[config.mk]
export PLATFORM = sky130hd
export DESIGN_NAME = even_parity_tx_flat
export DESIGN_NICKNAME = d
export VERILOG_FILES = /design/src/rtl/even_parity_pkg.sv /design/src/rtl/even_parity_tx_if.sv /design/src/rtl/even_parity_gen.sv /design/src/rtl/even_parity_tx.sv /design/src/flat_wrapper.sv
export SDC_FILE = /design/constraint.sdc
export NUM_CORES = 1
export LEC_CHECK = 0
export ABC_AREA = 1
export BUFFER_PORTS_ARGS = -buffer_cell sky130_fd_sc_hd__buf_2
export CORE_UTILIZATION = 25
export DETAILED_ROUTE_END_ITERATION = 16
export PLACE_DENSITY = 0.52
export SETUP_SLACK_MARGIN = 0.4
export SLEW_MARGIN = 20
export SYNTH_ARGS = -nofsm -noshare
export SYNTH_HDL_FRONTEND = slang
export SYNTH_SLANG_ARGS = --single-unit
[constraint.sdc]
create_clock -name clk -period 1.75 [get_ports clk]
set_clock_uncertainty 0.2 [all_clocks]
set_input_delay 0.175 -clock clk [delete_from_list [all_inputs] [get_ports clk]]
set_output_delay 0.175 -clock clk [all_outputs]
set_load 0.005 [all_outputs]
[src/rtl/even_parity_pkg.sv]
// -----------------------------------------------------------------------------
// even_parity_pkg
// Shared definitions for the even-parity serial transmitter and its helpers.
//   state_t      : transmitter frame states
//   *_LEVEL      : line levels for start / stop / idle
//   frame_len()  : clock cycles from START entry to IDLE entry for one frame
// -----------------------------------------------------------------------------
package even_parity_pkg;

    typedef enum logic [2:0] {
        IDLE,
        START,
        DATA,
        PARITY,
        STOP
    } state_t;

    localparam logic START_LEVEL = 1'b0;
    localparam logic STOP_LEVEL  = 1'b1;
    localparam logic IDLE_LEVEL  = 1'b1;

    // Start bit + DATA_W data bits + parity bit + stop bit, each held
    // clks_per_bit cycles.
    function automatic int frame_len(input int data_w, input int clks_per_bit);
        return (data_w + 3) * clks_per_bit;
    endfunction

endpackage

[src/rtl/even_parity_tx_if.sv]
// -----------------------------------------------------------------------------
// even_parity_tx_if
// Valid/ready word handshake between a word producer and the transmitter.
//   data_in    : word to transmit (producer -> tx)
//   data_valid : producer has a word (producer -> tx)
//   data_ready : transmitter can accept a word (tx -> producer)
// Modports: master = producer side, slave = transmitter side.
// -----------------------------------------------------------------------------
interface even_parity_tx_if #(
    parameter int DATA_W = 4
);
    logic [DATA_W-1:0] data_in;
    logic              data_valid;
    logic              data_ready;

    modport master (
        output data_in,
        output data_valid,
        input  data_ready
    );

    modport slave (
        input  data_in,
        input  data_valid,
        output data_ready
    );
endinterface

[src/rtl/even_parity_gen.sv]
// -----------------------------------------------------------------------------
// even_parity_gen
// Combinational even-parity generator: parity is chosen so that the number of
// ones in {data, parity} is even.
//   data   : DATA_W-bit input word
//   parity : XOR reduction of data
// -----------------------------------------------------------------------------
module even_parity_gen #(
    parameter int DATA_W = 4
) (
    input  logic [DATA_W-1:0] data,
    output logic              parity
);
    assign parity = ^data;
endmodule

[src/rtl/even_parity_tx.sv]
// -----------------------------------------------------------------------------
// even_parity_tx
// Serial transmitter: accepts a DATA_W-bit word over a valid/ready handshake
// and sends start(0), data LSB first, even parity, stop(1), each bit held
// CLKS_PER_BIT cycles. Line idles high.
//   clk, rst   : clock (rising edge), asynchronous active-high reset
//   bus        : word handshake (slave side)
//   tx_serial  : registered serial line
//   tx_busy    : a frame is in progress (state other than IDLE)
//   parity_out : even-parity bit of the last accepted word
//   tx_done    : one-cycle pulse in the first IDLE cycle after a stop bit
// -----------------------------------------------------------------------------
module even_parity_tx #(
    parameter int DATA_W       = 4,
    parameter int CLKS_PER_BIT = 4
) (
    input  logic            clk,
    input  logic            rst,
    even_parity_tx_if.slave bus,
    output logic            tx_serial,
    output logic            tx_busy,
    output logic            parity_out,
    output logic            tx_done
);
    import even_parity_pkg::*;

    // Counters are at least one bit wide so CLKS_PER_BIT=1 / DATA_W=1 still build.
    localparam int CW = (CLKS_PER_BIT > 1) ? $clog2(CLKS_PER_BIT) : 1;
    localparam int BW = (DATA_W > 1) ? $clog2(DATA_W) : 1;
    localparam logic [CW-1:0] CYC_LAST = CW'(CLKS_PER_BIT - 1);
    localparam logic [BW-1:0] BIT_LAST = BW'(DATA_W - 1);

    state_t            state_q, state_d;
    logic [CW-1:0]     cyc_q, cyc_d;
    logic [BW-1:0]     bit_q, bit_d;
    logic [DATA_W-1:0] shreg_q, shreg_d;
    logic              par_q, par_d;
    logic              serial_d;
    logic              done_d;
    logic              bit_end;
    logic              accept;
    logic              par_in;

    assign bit_end        = (cyc_q == CYC_LAST);
    assign bus.data_ready = (state_q == IDLE) && !rst;
    assign accept         = bus.data_valid && bus.data_ready;
    assign tx_busy        = (state_q != IDLE);
    assign parity_out     = par_q;

    even_parity_gen #(
        .DATA_W (DATA_W)
    ) u_gen (
        .data   (bus.data_in),
        .parity (par_in)
    );

    // State register: control, counters and registered outputs
    always_ff @(posedge clk or posedge rst) begin
        if (rst) begin
            state_q   <= IDLE;
            cyc_q     <= '0;
            bit_q     <= '0;
            par_q     <= 1'b0;
            tx_serial <= IDLE_LEVEL;
            tx_done   <= 1'b0;
        end else begin
            state_q   <= state_d;
            cyc_q     <= cyc_d;
            bit_q     <= bit_d;
            par_q     <= par_d;
            tx_serial <= serial_d;
            tx_done   <= done_d;
        end
    end

    // Payload shift register carries data only and needs no reset.
    always_ff @(posedge clk) begin
        shreg_q <= shreg_d;
    end

    // Next-state logic
    always_comb begin
        state_d = state_q;
        cyc_d   = cyc_q;
        bit_d   = bit_q;
        shreg_d = shreg_q;
        par_d   = par_q;

        // Cycle counter only runs inside a frame and clears on each bit boundary.
        if (state_q != IDLE) begin
            cyc_d = bit_end ? '0 : cyc_q + CW'(1);
        end

        case (state_q)
            IDLE: begin
                if (accept) begin
                    state_d = START;
                    shreg_d = bus.data_in;
                    par_d   = par_in;
                    cyc_d   = '0;
                end
            end
            START: begin
                if (bit_end) state_d = DATA;
            end
            DATA: begin
                if (bit_end) begin
                    shreg_d = shreg_q >> 1;
                    if (bit_q == BIT_LAST) begin
                        bit_d   = '0;
                        state_d = PARITY;
                    end else begin
                        bit_d = bit_q + BW'(1);
                    end
                end
            end
            PARITY: begin
                if (bit_end) state_d = STOP;
            end
            STOP: begin
                if (bit_end) state_d = IDLE;
            end
            default: state_d = IDLE;
        endcase
    end

    // Output logic: the line level is computed from the upcoming state so the
    // registered line changes on the same edge as the state.
    always_comb begin
        serial_d = IDLE_LEVEL;
        done_d   = (state_q == STOP) && bit_end;
        case (state_d)
            IDLE:    serial_d = IDLE_LEVEL;
            START:   serial_d = START_LEVEL;
            DATA:    serial_d = shreg_d[0];
            PARITY:  serial_d = par_d;
            STOP:    serial_d = STOP_LEVEL;
            default: serial_d = IDLE_LEVEL;
        endcase
    end

endmodule
[src/flat_wrapper.sv]
// flat-port wrapper written by rule: the top's interface ports become plain ports
module even_parity_tx_flat import even_parity_pkg::*;
#(
    parameter int DATA_W       = 4,
    parameter int CLKS_PER_BIT = 4
)
  (clk, rst, tx_serial, tx_busy, parity_out, tx_done, bus_data_in, bus_data_valid, bus_data_ready);
  even_parity_tx_if #(.DATA_W(DATA_W)) bus_i ();
  input  logic clk;
  input  logic rst;
  output logic tx_serial;
  output logic tx_busy;
  output logic parity_out;
  output logic tx_done;
  input wire logic [$bits(bus_i.data_in)-1:0] bus_data_in;
  input wire logic [$bits(bus_i.data_valid)-1:0] bus_data_valid;
  output wire logic [$bits(bus_i.data_ready)-1:0] bus_data_ready;
  assign bus_i.data_in = bus_data_in;
  assign bus_i.data_valid = bus_data_valid;
  assign bus_data_ready = bus_i.data_ready;
  even_parity_tx #(.DATA_W(DATA_W), .CLKS_PER_BIT(CLKS_PER_BIT)) u_core (.clk(clk), .rst(rst), .bus(bus_i), .tx_serial(tx_serial), .tx_busy(tx_busy), .parity_out(parity_out), .tx_done(tx_done));
endmodule
Yosys cells after proc, flatten, opt, wreduce, memory -nomap -nowiden:

Index checks and enable logic that the tools add are counted.

* register bits after elaboration: 14
* bits in latches: 0
* RAM bits: 0
* memory bits (read-only): 0
* bits of input ports: 7
* output and inout port bits: 5
* logic and storage cells: 49
* memories kept: 0

* $add $sub $neg: 2
* multipliers: 0
* divide/modulo/power cells: 0
* magnitude comparators: 0
* equality and inequality tests: 11
* shift operators: 0
* multiplexer cells: 18
* bitwise operators: 0
* reductions and logical operators: 10

Operators by type and width (count)
* 2-to-1 mux 3 bit: 6
* one-hot mux 3 bit (5 select lines): 1
* equality test 3 x 2 -> 1 bit, second input constant: 4
* 2-to-1 mux 2 bit: 5
* 2-to-1 mux 4 bit: 2
* one-hot mux 4 bit (2 select lines): 1
* equality test 3 x 1 -> 1 bit, second input constant: 2
* adder 2 x 1 -> 2 bit, second input constant: 2
* equality test 2 bit, second input constant: 2
* != test 2 x 1 -> 1 bit, second input constant: 2
* parity 4 bit: 1
* equality test 3 bit, second input constant: 1
* logical AND 1 bit: 3
* zero test 3 bit: 1
* one-hot mux 1 bit (3 select lines): 1
* AND reduction 3 bit: 1
* nonzero test 3 bit: 1
* 2-to-1 mux 1 bit: 2
* AND reduction 2 bit: 1
* nonzero test 2 bit: 1
* zero test 1 bit: 1

Logic depth before layout (Yosys ltp):

* depth in word-level cells: 7
* depth in mapped cells: 8
* depth with buffers taken out: 8

Hierarchy:

A second synthesis with hierarchy kept.

* cells, all modules: 98
* area total of the unflattened synthesis: 813.3 um^2

Modules (own cells, without submodules)
* even_parity_tx: instances 1, cells an instance 79, area each 739.5 um^2, seq. area each 361.6 um^2
* even_parity_gen: instances 1, cells an instance 19, area each 73.8 um^2, seq. area each 0.0 um^2

Worst setup path after synthesis:

OpenSTA, ideal clock, no wires.

* path kind: flip-flop to flip-flop
* start: register u_core.cyc_q[0] (netlist name)
* end: register u_core.shreg_q[1] (data pin)
* setup time: 0.260 ns
* arrival: 0.939 ns
* required time: 1.290 ns
* slack: 0.351 ns
* stages on the path, launching flop included: 6
* path buffers: 0
* period minus slack after synthesis: 1.399 ns
* path through: dfrtp_1 -> ha_1 -> nand3_1 -> inv_1 -> nand2_1 -> o21ai_0

RTL lines
* to (signal assigned): line even_parity_tx.sv:78 `shreg_q <= shreg_d;`
* to (decl): line even_parity_tx.sv:36 `logic [DATA_W-1:0] shreg_q, shreg_d;`

Worst setup path in the final report:

* start: register u_core.state_q[2]
* end: output bus_data_ready

* longest elaborated chain between the ends: 2

RTL lines
* from (decl): line even_parity_tx.sv:33 `state_t state_q, state_d;`
* from (signal assigned): line even_parity_tx.sv:67 `state_q <= state_d;`
* zero test 3 bit: line even_parity_tx.sv:45 `assign bus.data_ready = (state_q == IDLE) && !rst;`
* logical AND 1 bit: line even_parity_tx.sv:45
* to (decl): line flat_wrapper.sv:17 `output wire logic [$bits(bus_i.data_ready)-1:0] bus_data_ready;`

No other way between the ends.

==> results by group <==
Detailed routing
  • Detailed router's first-iteration violation count: 11
  • Number of detailed-route iterations in the first pass: 4
  • Number of vias after detailed routing: 688
  • Total Routed Length: 1659 um
  • Vias per cell: 4.778
  • DRT antenna net count: 0
  • DR DRC count: 0
  • Wire length per cell: 11.52 um

Timing
  • Max-slew violations: 0
  • Setup violation total in the final timing report: 0
  • Least-Margin Pin Slew: 0.2171 ns
  • Setup tns final: 0 ns
  • Clock period minus final worst setup slack: 1.495 ns
  • Slew Limit Headroom: 0.8551
  • Maximum achievable frequency: 0.6690 GHz
  • Period utilisation layout: 0.8541
  • Final-report hold violation count: 0
  • Unrepaired setup endpoints after global routing: yes

Synth
  • Count of flip-flops with a built-in enable after synthesis: 3
  • Largest cells by area after synthesis: sky130_fd_sc_hd__dfrtp_1, sky130_fd_sc_hd__edfxtp_1, sky130_fd_sc_hd__nand2_1
  • Adder-cell share of the synthesized area: 0.05172
  • Dominant combinational cell family by area after synthesis: simple AND/OR/NAND/NOR gates
  • Synth Register Bits: 14
  • Yosys synthesis warning count: 0
  • Most used standard cell by instance count after synthesis: sky130_fd_sc_hd__nand2_1
  • Mapped Nets: 95
  • Synth async-reset ratio: 0.7143
  • Most used flip-flop cell after synthesis: sky130_fd_sc_hd__dfrtp_1
  • Area leader, netlist: sky130_fd_sc_hd__dfrtp_1
  • Avg Synthesized Cell Area: 8.538 sq um
  • Share of the synthesized area in the top cell type: 0.3103
  • Sequential share of the synthesized area: 0.4983
  • Multiplexer area fraction after synthesis: 0
  • Fraction of the mapped netlist area in compound gates: 0.08448
  • Basic-gate share of the synthesized area counting and, or, nand and nor cells: 0.2879
  • Number of different library cells in the post-synthesis netlist: 21
  • Post-synthesis instance area: 725.7 sq um
  • Commonest cells in the netlist: sky130_fd_sc_hd__nand2_1, sky130_fd_sc_hd__inv_1, sky130_fd_sc_hd__dfrtp_1
  • Post-Synth XOR/XNOR Area: 0
  • Syn Inst Count: 85

Pwr
  • Max VDD drop: 0.7176 mV
  • Static leakage: 0.0005032 uW
  • Total power density per cell area: 1598 nW/um^2

Floorplanning
  • Total die area: 3122 sq um
  • Cell Rows: 19
  • DIE HEIGHT: 55.88 um
  • Core Footprint: 2758 sq um
  • Initial cell density of the core: 0.2632
  • Chip Width: 55.88 um
  • Count of pins on the block boundary: 12

Flow run
  • Maximum Capacitance Violations: 0

Clock tree
  • Clock Root Buffer: sky130_fd_sc_hd__clkbuf_4
  • CTS tree: yes
  • Clock input transition at the sequential cells of the worst setup and hold paths: 0.08 ns
  • Clock sinks: 14
  • Skew-Pair Late Insertion Delay: 0.28 ns
  • CTS HTree Levels: 1
  • Number of buffers on the longest clock path: 2
  • TritonCTS buffer count: 3

Global route
  • Global-route wire length before repair: 2732 um
  • Total congestion overflow: 0
  • Maximum number of pins on one net before global-route repair: 11
  • GR Util met2: 0.2065
  • Most used routing layer in global routing: met2
  • Number of global-route vias before repair: 663
  • Global-route met3 utilization: 0.01860
  • Global routing usage summed across all routing layers: 0.1129
  • Initial antenna violation count: 0
  • Met1 Usage GRT: 0.1318

Hold path
  • Destination of the worst hold path: u_core.shreg_q[3]$_DFFE_PP_
  • Startpoint of the worst hold path: bus_data_in[3]
  • Worst hold stages: 3
  • Path category of the worst min-delay check: input port to flip-flop

Setup path
  • Kind of critical path: flip-flop to output pin
  • Worst flop-to-flop path startpoint: u_core.state_q[2]$_DFF_PP0_
  • Register-to-register path setup slack: 0.28 ns
  • Maximum single-stage delay on the critical path: 0.42 ns
  • Cell type of the slowest stage on the worst timing path: sky130_fd_sc_hd__dfrtp_1
  • Element type at the critical path start: flip-flop
  • R2R Path End: u_core.cyc_q[1]$_DFF_PP0_
  • Kind of end point of the critical path: output pin
  • Worst path required time: 1.37 ns
  • Critical path data arrival time: 1.12 ns
  • Crit-path cells: nor2_4 -> nand2_2 -> nor2_1 -> buf_2
  • Path depth of the worst reg2reg path: 7
  • Maximum fanout encountered on the critical timing path: 3

Finish
  • Final std cell area, no fill: 979.7 sq um
  • Number of inserted diodes: 0
  • Area growth from synthesis to final layout: 35.00%
  • Fill cells: 294
  • Count of nets after finishing: 124
  • Layout cells sized above 1: 0.3805

Outcome
  • Run status: finished clean

Placement
  • Post-place instance area: 837.1 sq um
  • Final Wtd Congestion: 0.7222
  • PortBufs: 11
  • Half-perimeter wire length after placement: 1100 um
[worst max-delay path by stage]
stage | start | to | slack (ns)
global placement | u_core.state_q[0]$_DFF_PP0_ | u_core.cyc_q[1]$_DFF_PP0_ | 0.26
detailed placement | u_core.state_q[0]$_DFF_PP0_ | u_core.cyc_q[1]$_DFF_PP0_ | 0.25
CTS | u_core.state_q[0]$_DFF_PP0_ | bus_data_ready | 0.25
floorplan | u_core.state_q[0]$_DFF_PP0_ | u_core.shreg_q[1]$_DFFE_PP_ | 0.40
finish | u_core.state_q[2]$_DFF_PP0_ | bus_data_ready | 0.26
global route | u_core.state_q[2]$_DFF_PP0_ | bus_data_ready | 0.18
[stage by stage]
step	util	setup slack (ns)	power [uW]	hold slack, ns	std cells
finish	0.3553	0.2553	1565	0.02089	144
detailed placement	0.3035	0.2545	1148	0.08285	128
global placement	0.3035	0.2587	1133	0.07408	128
CTS	0.3466	0.2541	1501	0.01655	142
floorplan	-	0.4038	983.9	-0.1562	85
global route	0.3553	0.1795	1683	0.04219	144
[kinds of logic (layout without fill, tap and decap cells)]
group | count (synthesis) | in the layout
AND/OR/NAND/NOR | 44 | 45
buffers and inverters | 15 | 42
flip-flops | 14 | 14
AO/OA/AOI/OAI | 9 | 9
adder cells (fa/ha/maj) | 3 | 3
[final cells by class]
cell class | count | area [sq um] | area share
clock buffer | 3 | 22.52 | 0.02299
timing repair buffer | 23 | 151.4 | 0.1545
sequential | 14 | 364.1 | 0.3716
tap | 31 | 38.79 | 0.03959
multi-input combinational | 57 | 340.3 | 0.3474
clock inverter | 1 | 3.754 | 0.003831
inverter | 15 | 58.81 | 0.06003
[layout by cell type (no fill, tap or decap), types with 2 or more instances in the layout]
master                     synthesis  routed
sky130_fd_sc_hd__buf_2             0      11
sky130_fd_sc_hd__buf_4             0      10
sky130_fd_sc_hd__clkbuf_4          0       3
sky130_fd_sc_hd__dfrtp_1           9       7
sky130_fd_sc_hd__dfrtp_2           0       2
sky130_fd_sc_hd__edfxtp_1          3       3
sky130_fd_sc_hd__ha_2              0       2
sky130_fd_sc_hd__inv_1            14      12
sky130_fd_sc_hd__inv_2             1       2
sky130_fd_sc_hd__nand2_1          23      20
sky130_fd_sc_hd__nand2_2           0       3
sky130_fd_sc_hd__nand3_1           6       5
sky130_fd_sc_hd__nand4_1           2       2
sky130_fd_sc_hd__nor2_1            8       7
sky130_fd_sc_hd__nor3_1            2       2
sky130_fd_sc_hd__o21a_1            2       2
sky130_fd_sc_hd__o21ai_0           3       3
[worst max-delay path: cells and delay by family (launching register included)]
family / cells / cell delay (ns)
DFF: 1 / 0.42
and+or+nand+nor: 3 / 0.31
buffers and inverters: 1 / 0.11
[metal layers]
layer | vias up | wire length, um | share of wire
met5 | - | 0 | 0
met4 | 0 | 17 | 0.010
met3 | 2 | 50 | 0.030
met2 | 12 | 883 | 0.53
met1 | 335 | 707 | 0.43
li1 | 339 | - | -
[registers in the layout, summed over array words and instances (netlist names)]
register           cells
u_core.bit_q           2
u_core.parity_out      1
u_core.tx_serial       1
u_core.state_q         3
u_core.shreg_q         4
u_core.tx_done         1
u_core.cyc_q           2
[report_power, final]
part           total (uW)  internal [uW]  switching [uW]
logic                 814            384             430
registers             562            479            82.6
clock network         189           82.8             106
[timing repair]
| action | in CTS | in global routing |
|---|---|---|
| hold endpoints to repair | 9 | 0 |
| gates cloned | 1 | 0 |
| setup endpoints to repair | 12 | 16 |
| gates resized for setup | 7 | 3 |
| buffers inserted | 8 | 2 |
| pin swaps | 3 | 4 |
| hold buffers | 1 | 0 |
No activity file was read; power rests on OpenSTA's default activity.
